### config.mk
export PLATFORM = sky130hd
export DESIGN_NAME = sonar_scheduler
export DESIGN_NICKNAME = d
export VERILOG_FILES = /design/src/rtl/sonar_scheduler.sv
export SDC_FILE = /design/constraint.sdc
export NUM_CORES = 1
export LEC_CHECK = 0
export CAP_MARGIN = 20
export CORE_MARGIN = 2
export CORE_UTILIZATION = 57
export DETAILED_ROUTE_END_ITERATION = 7
export DONT_BUFFER_PORTS = 1
export PLACE_DENSITY = 0.75
export SETUP_SLACK_MARGIN = 0.3
export SYNTH_ARGS = -nofsm -noshare
export SYNTH_HDL_FRONTEND = slang
export SYNTH_SLANG_ARGS = --single-unit
### constraint.sdc
create_clock -name theClock -period 3.5 [get_ports theClock]
set_clock_uncertainty 0.05 [all_clocks]
set_input_delay 0.7 -clock theClock [delete_from_list [all_inputs] [get_ports theClock]]
set_output_delay 0.7 -clock theClock [all_outputs]
set_load 0.005 [all_outputs]
### src/rtl/sonar_scheduler.sv
// Fires the six rangers pair by pair, times both echoes of the active pair and
// publishes the distances in centimetres as three 16-bit pair words.
module sonar_scheduler #(
  parameter int TICK_DIV  = 50,
  parameter int TRIG_US   = 10,
  parameter int CM_US     = 58,
  parameter int WINDOW_US = 30000,
  parameter int GAP_US    = 10000
) (
  input  logic        theClock,
  input  logic        theReset,
  input  logic        enable,
  input  logic [5:0]  echo,
  output logic [5:0]  trig,
  output logic [15:0] sonar12,
  output logic [15:0] sonar34,
  output logic [15:0] sonar56,
  output logic        busy,
  output logic        cycle_done
);

  localparam int TMAX_A = (WINDOW_US > TRIG_US) ? WINDOW_US : TRIG_US;
  localparam int TMAX   = (GAP_US > TMAX_A) ? GAP_US : TMAX_A;
  localparam int TCW    = $clog2(TMAX) + 1;
  localparam int PW     = $clog2(TICK_DIV) + 1;
  localparam int CW     = $clog2(CM_US) + 1;

  typedef enum logic [2:0] {S_IDLE, S_TRIG, S_LISTEN, S_STORE, S_GAP} state_t;

  state_t         state_reg, state_next;
  logic [1:0]     p_reg, p_next;
  logic [PW-1:0]  pre_reg, pre_next;
  logic [TCW-1:0] tcnt_reg, tcnt_next;
  logic           tick, entering, listen_end;

  logic [5:0]     echo_s1_reg, echo_s2_reg, echo_lvl_reg, echo_rise_reg, echo_fall_reg;
  logic [1:0]     act_lvl, act_rise, act_fall;
  logic [15:0]    dist_word;

  logic [5:0]     trig_reg;
  logic [15:0]    sonar12_reg, sonar34_reg, sonar56_reg;
  logic           busy_reg, cycle_done_reg;

  function automatic logic [5:0] pair_mask(input logic [1:0] p);
    case (p)
      2'd1:    pair_mask = 6'b001100;
      2'd2:    pair_mask = 6'b110000;
      default: pair_mask = 6'b000011;
    endcase
  endfunction

  // Level and edges leave the same register stage so they stay cycle-aligned.
  always_ff @(posedge theClock or negedge theReset) begin
    if (!theReset) begin
      echo_s1_reg   <= '0;
      echo_s2_reg   <= '0;
      echo_lvl_reg  <= '0;
      echo_rise_reg <= '0;
      echo_fall_reg <= '0;
    end else begin
      echo_s1_reg   <= echo;
      echo_s2_reg   <= echo_s1_reg;
      echo_lvl_reg  <= echo_s2_reg;
      echo_rise_reg <= echo_s2_reg & ~echo_lvl_reg;
      echo_fall_reg <= ~echo_s2_reg & echo_lvl_reg;
    end
  end

  always_comb begin
    case (p_reg)
      2'd1: begin
        act_lvl  = echo_lvl_reg[3:2];
        act_rise = echo_rise_reg[3:2];
        act_fall = echo_fall_reg[3:2];
      end
      2'd2: begin
        act_lvl  = echo_lvl_reg[5:4];
        act_rise = echo_rise_reg[5:4];
        act_fall = echo_fall_reg[5:4];
      end
      default: begin
        act_lvl  = echo_lvl_reg[1:0];
        act_rise = echo_rise_reg[1:0];
        act_fall = echo_fall_reg[1:0];
      end
    endcase
  end

  assign tick       = (pre_reg == PW'(TICK_DIV - 1));
  assign listen_end = (state_reg == S_LISTEN) && tick && (tcnt_reg == TCW'(WINDOW_US - 1));

  always_comb begin
    state_next = state_reg;
    p_next     = p_reg;
    case (state_reg)
      S_IDLE: begin
        if (enable) begin
          p_next     = 2'd0;
          state_next = S_TRIG;
        end
      end
      S_TRIG: begin
        if (tick && tcnt_reg == TCW'(TRIG_US - 1)) state_next = S_LISTEN;
      end
      S_LISTEN: begin
        if (listen_end) state_next = S_STORE;
      end
      S_STORE: state_next = S_GAP;
      S_GAP: begin
        if (tick && tcnt_reg == TCW'(GAP_US - 1)) begin
          if (p_reg != 2'd2) begin
            p_next     = p_reg + 2'd1;
            state_next = S_TRIG;
          end else if (enable) begin
            p_next     = 2'd0;
            state_next = S_TRIG;
          end else begin
            state_next = S_IDLE;
          end
        end
      end
      default: state_next = S_IDLE;
    endcase
  end

  // Prescaler restarts on state entry so every state lasts a whole number of ticks.
  always_comb begin
    entering  = (state_next != state_reg);
    pre_next  = '0;
    tcnt_next = tcnt_reg;
    if (entering) begin
      tcnt_next = '0;
    end else if (tick) begin
      tcnt_next = tcnt_reg + TCW'(1);
    end else begin
      pre_next  = pre_reg + PW'(1);
    end
  end

  // Outputs are registered from next-state values so they line up with the state register.
  always_ff @(posedge theClock or negedge theReset) begin
    if (!theReset) begin
      state_reg      <= S_IDLE;
      p_reg          <= 2'd0;
      pre_reg        <= '0;
      tcnt_reg       <= '0;
      trig_reg       <= '0;
      busy_reg       <= 1'b0;
      cycle_done_reg <= 1'b0;
      sonar12_reg    <= 16'hFFFF;
      sonar34_reg    <= 16'hFFFF;
      sonar56_reg    <= 16'hFFFF;
    end else begin
      state_reg      <= state_next;
      p_reg          <= p_next;
      pre_reg        <= pre_next;
      tcnt_reg       <= tcnt_next;
      trig_reg       <= (state_next == S_TRIG) ? pair_mask(p_next) : 6'd0;
      busy_reg       <= (state_next != S_IDLE);
      cycle_done_reg <= (state_next == S_GAP) && (p_next == 2'd2) &&
                        (pre_next == PW'(TICK_DIV - 1)) && (tcnt_next == TCW'(GAP_US - 1));
      if (state_reg == S_STORE) begin
        case (p_reg)
          2'd1:    sonar34_reg <= dist_word;
          2'd2:    sonar56_reg <= dist_word;
          default: sonar12_reg <= dist_word;
        endcase
      end
    end
  end

  generate
    for (genvar gi = 0; gi < 2; gi++) begin : slot_g
      logic          started_reg, done_reg;
      logic [CW-1:0] cm_reg, cm_base;
      logic [7:0]    dist_reg, dist_base;
      logic          new_rise, counting;

      // The rise cycle itself counts, so a pulse of N ticks yields exactly N counted ticks.
      always_comb begin
        new_rise  = act_rise[gi] && !started_reg;
        counting  = new_rise || (started_reg && act_lvl[gi] && !done_reg);
        cm_base   = new_rise ? '0 : cm_reg;
        dist_base = new_rise ? 8'd0 : dist_reg;
      end

      always_ff @(posedge theClock or negedge theReset) begin
        if (!theReset) begin
          started_reg <= 1'b0;
          done_reg    <= 1'b0;
          cm_reg      <= '0;
          dist_reg    <= 8'd0;
        end else if (state_reg == S_TRIG) begin
          started_reg <= 1'b0;
          done_reg    <= 1'b0;
          cm_reg      <= '0;
          dist_reg    <= 8'd0;
        end else if (state_reg == S_LISTEN) begin
          if (listen_end) begin
            if (!done_reg) dist_reg <= 8'hFF;
          end else begin
            if (new_rise) started_reg <= 1'b1;
            if (act_fall[gi] && started_reg && !done_reg) done_reg <= 1'b1;
            if (counting) begin
              if (tick && cm_base == CW'(CM_US - 1)) begin
                cm_reg   <= '0;
                dist_reg <= (dist_base == 8'hFF) ? 8'hFF : dist_base + 8'd1;
              end else if (tick) begin
                cm_reg   <= cm_base + CW'(1);
                dist_reg <= dist_base;
              end else begin
                cm_reg   <= cm_base;
                dist_reg <= dist_base;
              end
            end
          end
        end
      end

      assign dist_word[15-8*gi -: 8] = dist_reg;
    end
  endgenerate

  assign trig       = trig_reg;
  assign busy       = busy_reg;
  assign cycle_done = cycle_done_reg;
  assign sonar12    = sonar12_reg;
  assign sonar34    = sonar34_reg;
  assign sonar56    = sonar56_reg;

endmodule

==> run_results.csv <==
group,metric,value,unit
outcome,status,"completed",
timing,fmax,304,MHz
drt,via_per_inst,6.21,
grt,antenna_found_initial,0,
clocking,clk_pin_slew_worst_paths,0.06,ns
timing,fin_crit_sh,93.8,%
finish,area_growth,15.0,%
timing,grt_setup_unrepaired,"yes",
die,coreArea,0.0121,sq mm
flow_run,drv_cap,0,
setup_path,critPathKind,"reg -> reg",
setup_path,crit_fanout,5,
finish,drive_gt1_share,25.8,%
setup_path,r2r-end,"slot_g[1].dist_reg[6]$_DFFE_PN0P_",
clocking,clkSinkCount,145,
setup_path,arrival,3.54,ns
synthesis,ys.warnings.count,0,
synthesis,yosysTopAreaCell,"dfrtp_1",
clocking,clockRootBuffer,"clkbuf_16",
synthesis,synth_area_leaders,"dfrtp_1, dfstp_2, mux2_2",
finish,antenna_cells,0,
setup_path,reg2reg_slack,0.22,ns
setup_path,cp-end-kind,"flop",
drt,ant_nets,0,
setup_path,timing.rr.start,"p_reg[1]$_DFF_PN0_",
pwr,p_int,2.78,mW
placement,dp_hpwl,11100,um
drt,wl_per_cell,18.9,um
timing,layout_setup_ws,0.216,ns
drt,drcViolationCount,0,
synthesis,synthesis.area,0.00713,sq mm
finish,seq_area,0.00369,sq mm
grt,grt-ovfl-total,0,
setup_path,critPathLaunch,"p_reg[1]$_DFF_PN0_",
drt,dr.pass1.iters,5,
placement,pre_cts_ws,0.160,ns
synthesis,ys_types,73,
clocking,cts_buffers,17,
pwr,p_comb_share,1.4,%
setup_path,cp_data_required_time,3.76,ns
grt,grt_max_degree,98,
synthesis,avgSynthCellArea,10.3,sq um
die,fp.dieH,116,um
die,core.rowCount,40,
synthesis,syn_inst,693,
worst_hold_path,hold_class,"in -> async",
die,dieArea,0.0134,sq mm
pwr,p_sw_share,21.1,%
finish,multi_input_area,0.00335,sq mm
synthesis,synth_nets,718,
die,initial_core_util,58.9,%
clocking,htree_levels,4,
die,pin_count,65,
drt,wl,16800,um
pwr,irDropWorstVdd,0.000425,V
pwr,clock_power_share,50.1,%
synthesis,synth_edf_count,0,
timing,slew_violations,0,
clocking,clockBufferDepth,2,
grt,grt_pass1_vias,5203,
drt,initialDrtViolationCount,581,
clocking,cts_tree,"built",
grt,grt_pass1_wl,26700,um
pwr,netSwitchingPower,0.743,mW
drt,vias,5539,
finish,fin_cells,892,
finish,nets,736,
die,die_w,116,um
setup_path,reg2reg_depth,13,
synthesis,ys_ff_latch,145,
setup_path,startpoint_type,"flop",
synthesis,synth_top_area_share,34.1,%
pwr,p_per_area,429,mW/mm^2
synthesis,synthArstFlopShare,100,%
timing,tns,0,ns
timing,max_slew_margin,38.8,%
timing,timing.final.crit_period,3.28,ns
timing,worst_pin_slew,0.916,ns
pwr,p_seq_share,48.5,%
placement,portBuffers,0,
synthesis,ys_seq_area_share,51.7,%
placement,place.gp.congestion,0.883,
clocking,clkLatencyLatePin,0.42,ns
finish,nFillCells,885,
pwr,leakage,3.43,nW
timing,setup_viol,0,
placement,dp_cells,850,
timing,hold_viol,0,
grt,track_usage,25.7,%
synthesis,ys.flop_type,"dfrtp_1",
[Yosys cell counts (all sizes together) (9+ instances only)]
master   n
clkbuf  27
a21oi   32
dfrtp   97
mux2    34
nor2    57
inv     28
nand3   27
xnor2   14
dfstp   48
nor2b   13
xor2     9
nand2   59
ha      16
or3     12
and2    10
o21ai   37
nor3    12
nand4   13
[critical path, stage by stage, from the launching register on]
cell,delay [ns]
dfrtp_1,0.42
buf_6,0.13
ha_4,0.17
a22oi_2,0.26
a211oi_2,0.15
buf_4,0.17
nor2_4,0.08
ha_2,0.17
nand2b_1,0.05
or4_4,0.44
or3_4,0.37
or4_4,0.52
a21oi_2,0.13
o21ai_1,0.06
[placed cells by master, fill, tap and decap left out, types with 6 or more instances in the layout]
cell       netlist  routed
dfrtp_1         97      95
nand2_1         59      59
nor2_1          57      52
dfstp_2         48      48
o21ai_0         36      35
mux2_2          34      34
a21oi_1         32      30
buf_4            3      29
nand3_1         27      27
inv_1           28      25
clkbuf_16        0      18
xnor2_1         14      14
nor2b_1         13      13
nand4_1         13      13
ha_1            16      11
nor3_1          12      10
or3_1           11      10
and2_1          10       9
xor2_1           9       9
a31oi_1          8       8
and3_1           7       7
o31ai_1          7       7
o22ai_1          7       7
a22oi_1          8       6
[cell type report]
type / instances / share of cell area [%]
sequential: 145 / 45.0
multi-input combinational: 488 / 40.9
clock buffer: 22 / 5.92
timing repair buffer: 31 / 3.13
tap: 168 / 2.56
inverter: 28 / 1.28
clock inverter: 10 / 1.18
[timing repair]
item / 4_1_cts / 5_1_grt
endpoints found under the hold margin: 97 / 0
hold buffers: 1 / 0
setup endpoints to repair: 8 / 16
pin swaps: 2 / 6
cloned: 0 / 0
setup buffers: 1 / 8
gates resized for setup: 6 / 27
[cells by family after synthesis]
| logic type | share of synthesized area [%] |
|---|---|
| multiplexers | 5.79 |
| adder cells (fa/ha/maj) | 2.81 |
| buffers and inverters | 3.37 |
| AO/OA/AOI/OAI | 14.5 |
| flip-flops | 51.7 |
| XOR/XNOR | 2.83 |
| AND/OR/NAND/NOR | 18.9 |
[metal layers]
metal	vias to the layer above	GRT usage [%]	routed length, um
met4	0	8.89	358
met2	214	38.0	7920
met1	2758	37.5	7470
li1	2535	-	-
met3	32	6.22	1090
met5	-	0	0
[stage by stage]
| step | util (%) | hold WS [ns] | area, sq um | total power, mW |
|---|---|---|---|---|
| final | 67.7 | 0.0824 | 8200 | 3.52 |
| after global routing | 67.7 | 0.0573 | 8200 | 3.64 |
| after CTS | 66.4 | 0.0659 | 8040 | 3.55 |
| after detailed placement | 60.9 | 0.288 | 7380 | 1.76 |
| after global placement | 60.9 | 0.282 | 7380 | 1.76 |
| after floorplan | - | 0.281 | 7170 | 1.75 |
[worst max-delay path by stage]
stage,to,slack (ns)
final,slot_g[1].dist_reg[6]$_DFFE_PN0P_,0.22
after global routing,slot_g[1].dist_reg[6]$_DFFE_PN0P_,0.12
after CTS,slot_g[1].dist_reg[6]$_DFFE_PN0P_,0.24
after detailed placement,slot_g[1].dist_reg[6]$_DFFE_PN0P_,0.16
after global placement,slot_g[1].dist_reg[6]$_DFFE_PN0P_,0.29
after floorplan,slot_g[1].dist_reg[6]$_DFFE_PN0P_,0.28
[power by group through the flow]
stage               Combinational (mW)  Sequential (mW)  Clock, mW
finish                          0.0504             1.71       1.76
detailed placement              0.0218             1.73          0
global route                    0.0581             1.71       1.87
global placement                0.0214             1.73          0
floorplan                       0.0178             1.73          0
CTS                             0.0486             1.71       1.79
Note: power is estimated with default switching activity, not from simulation.
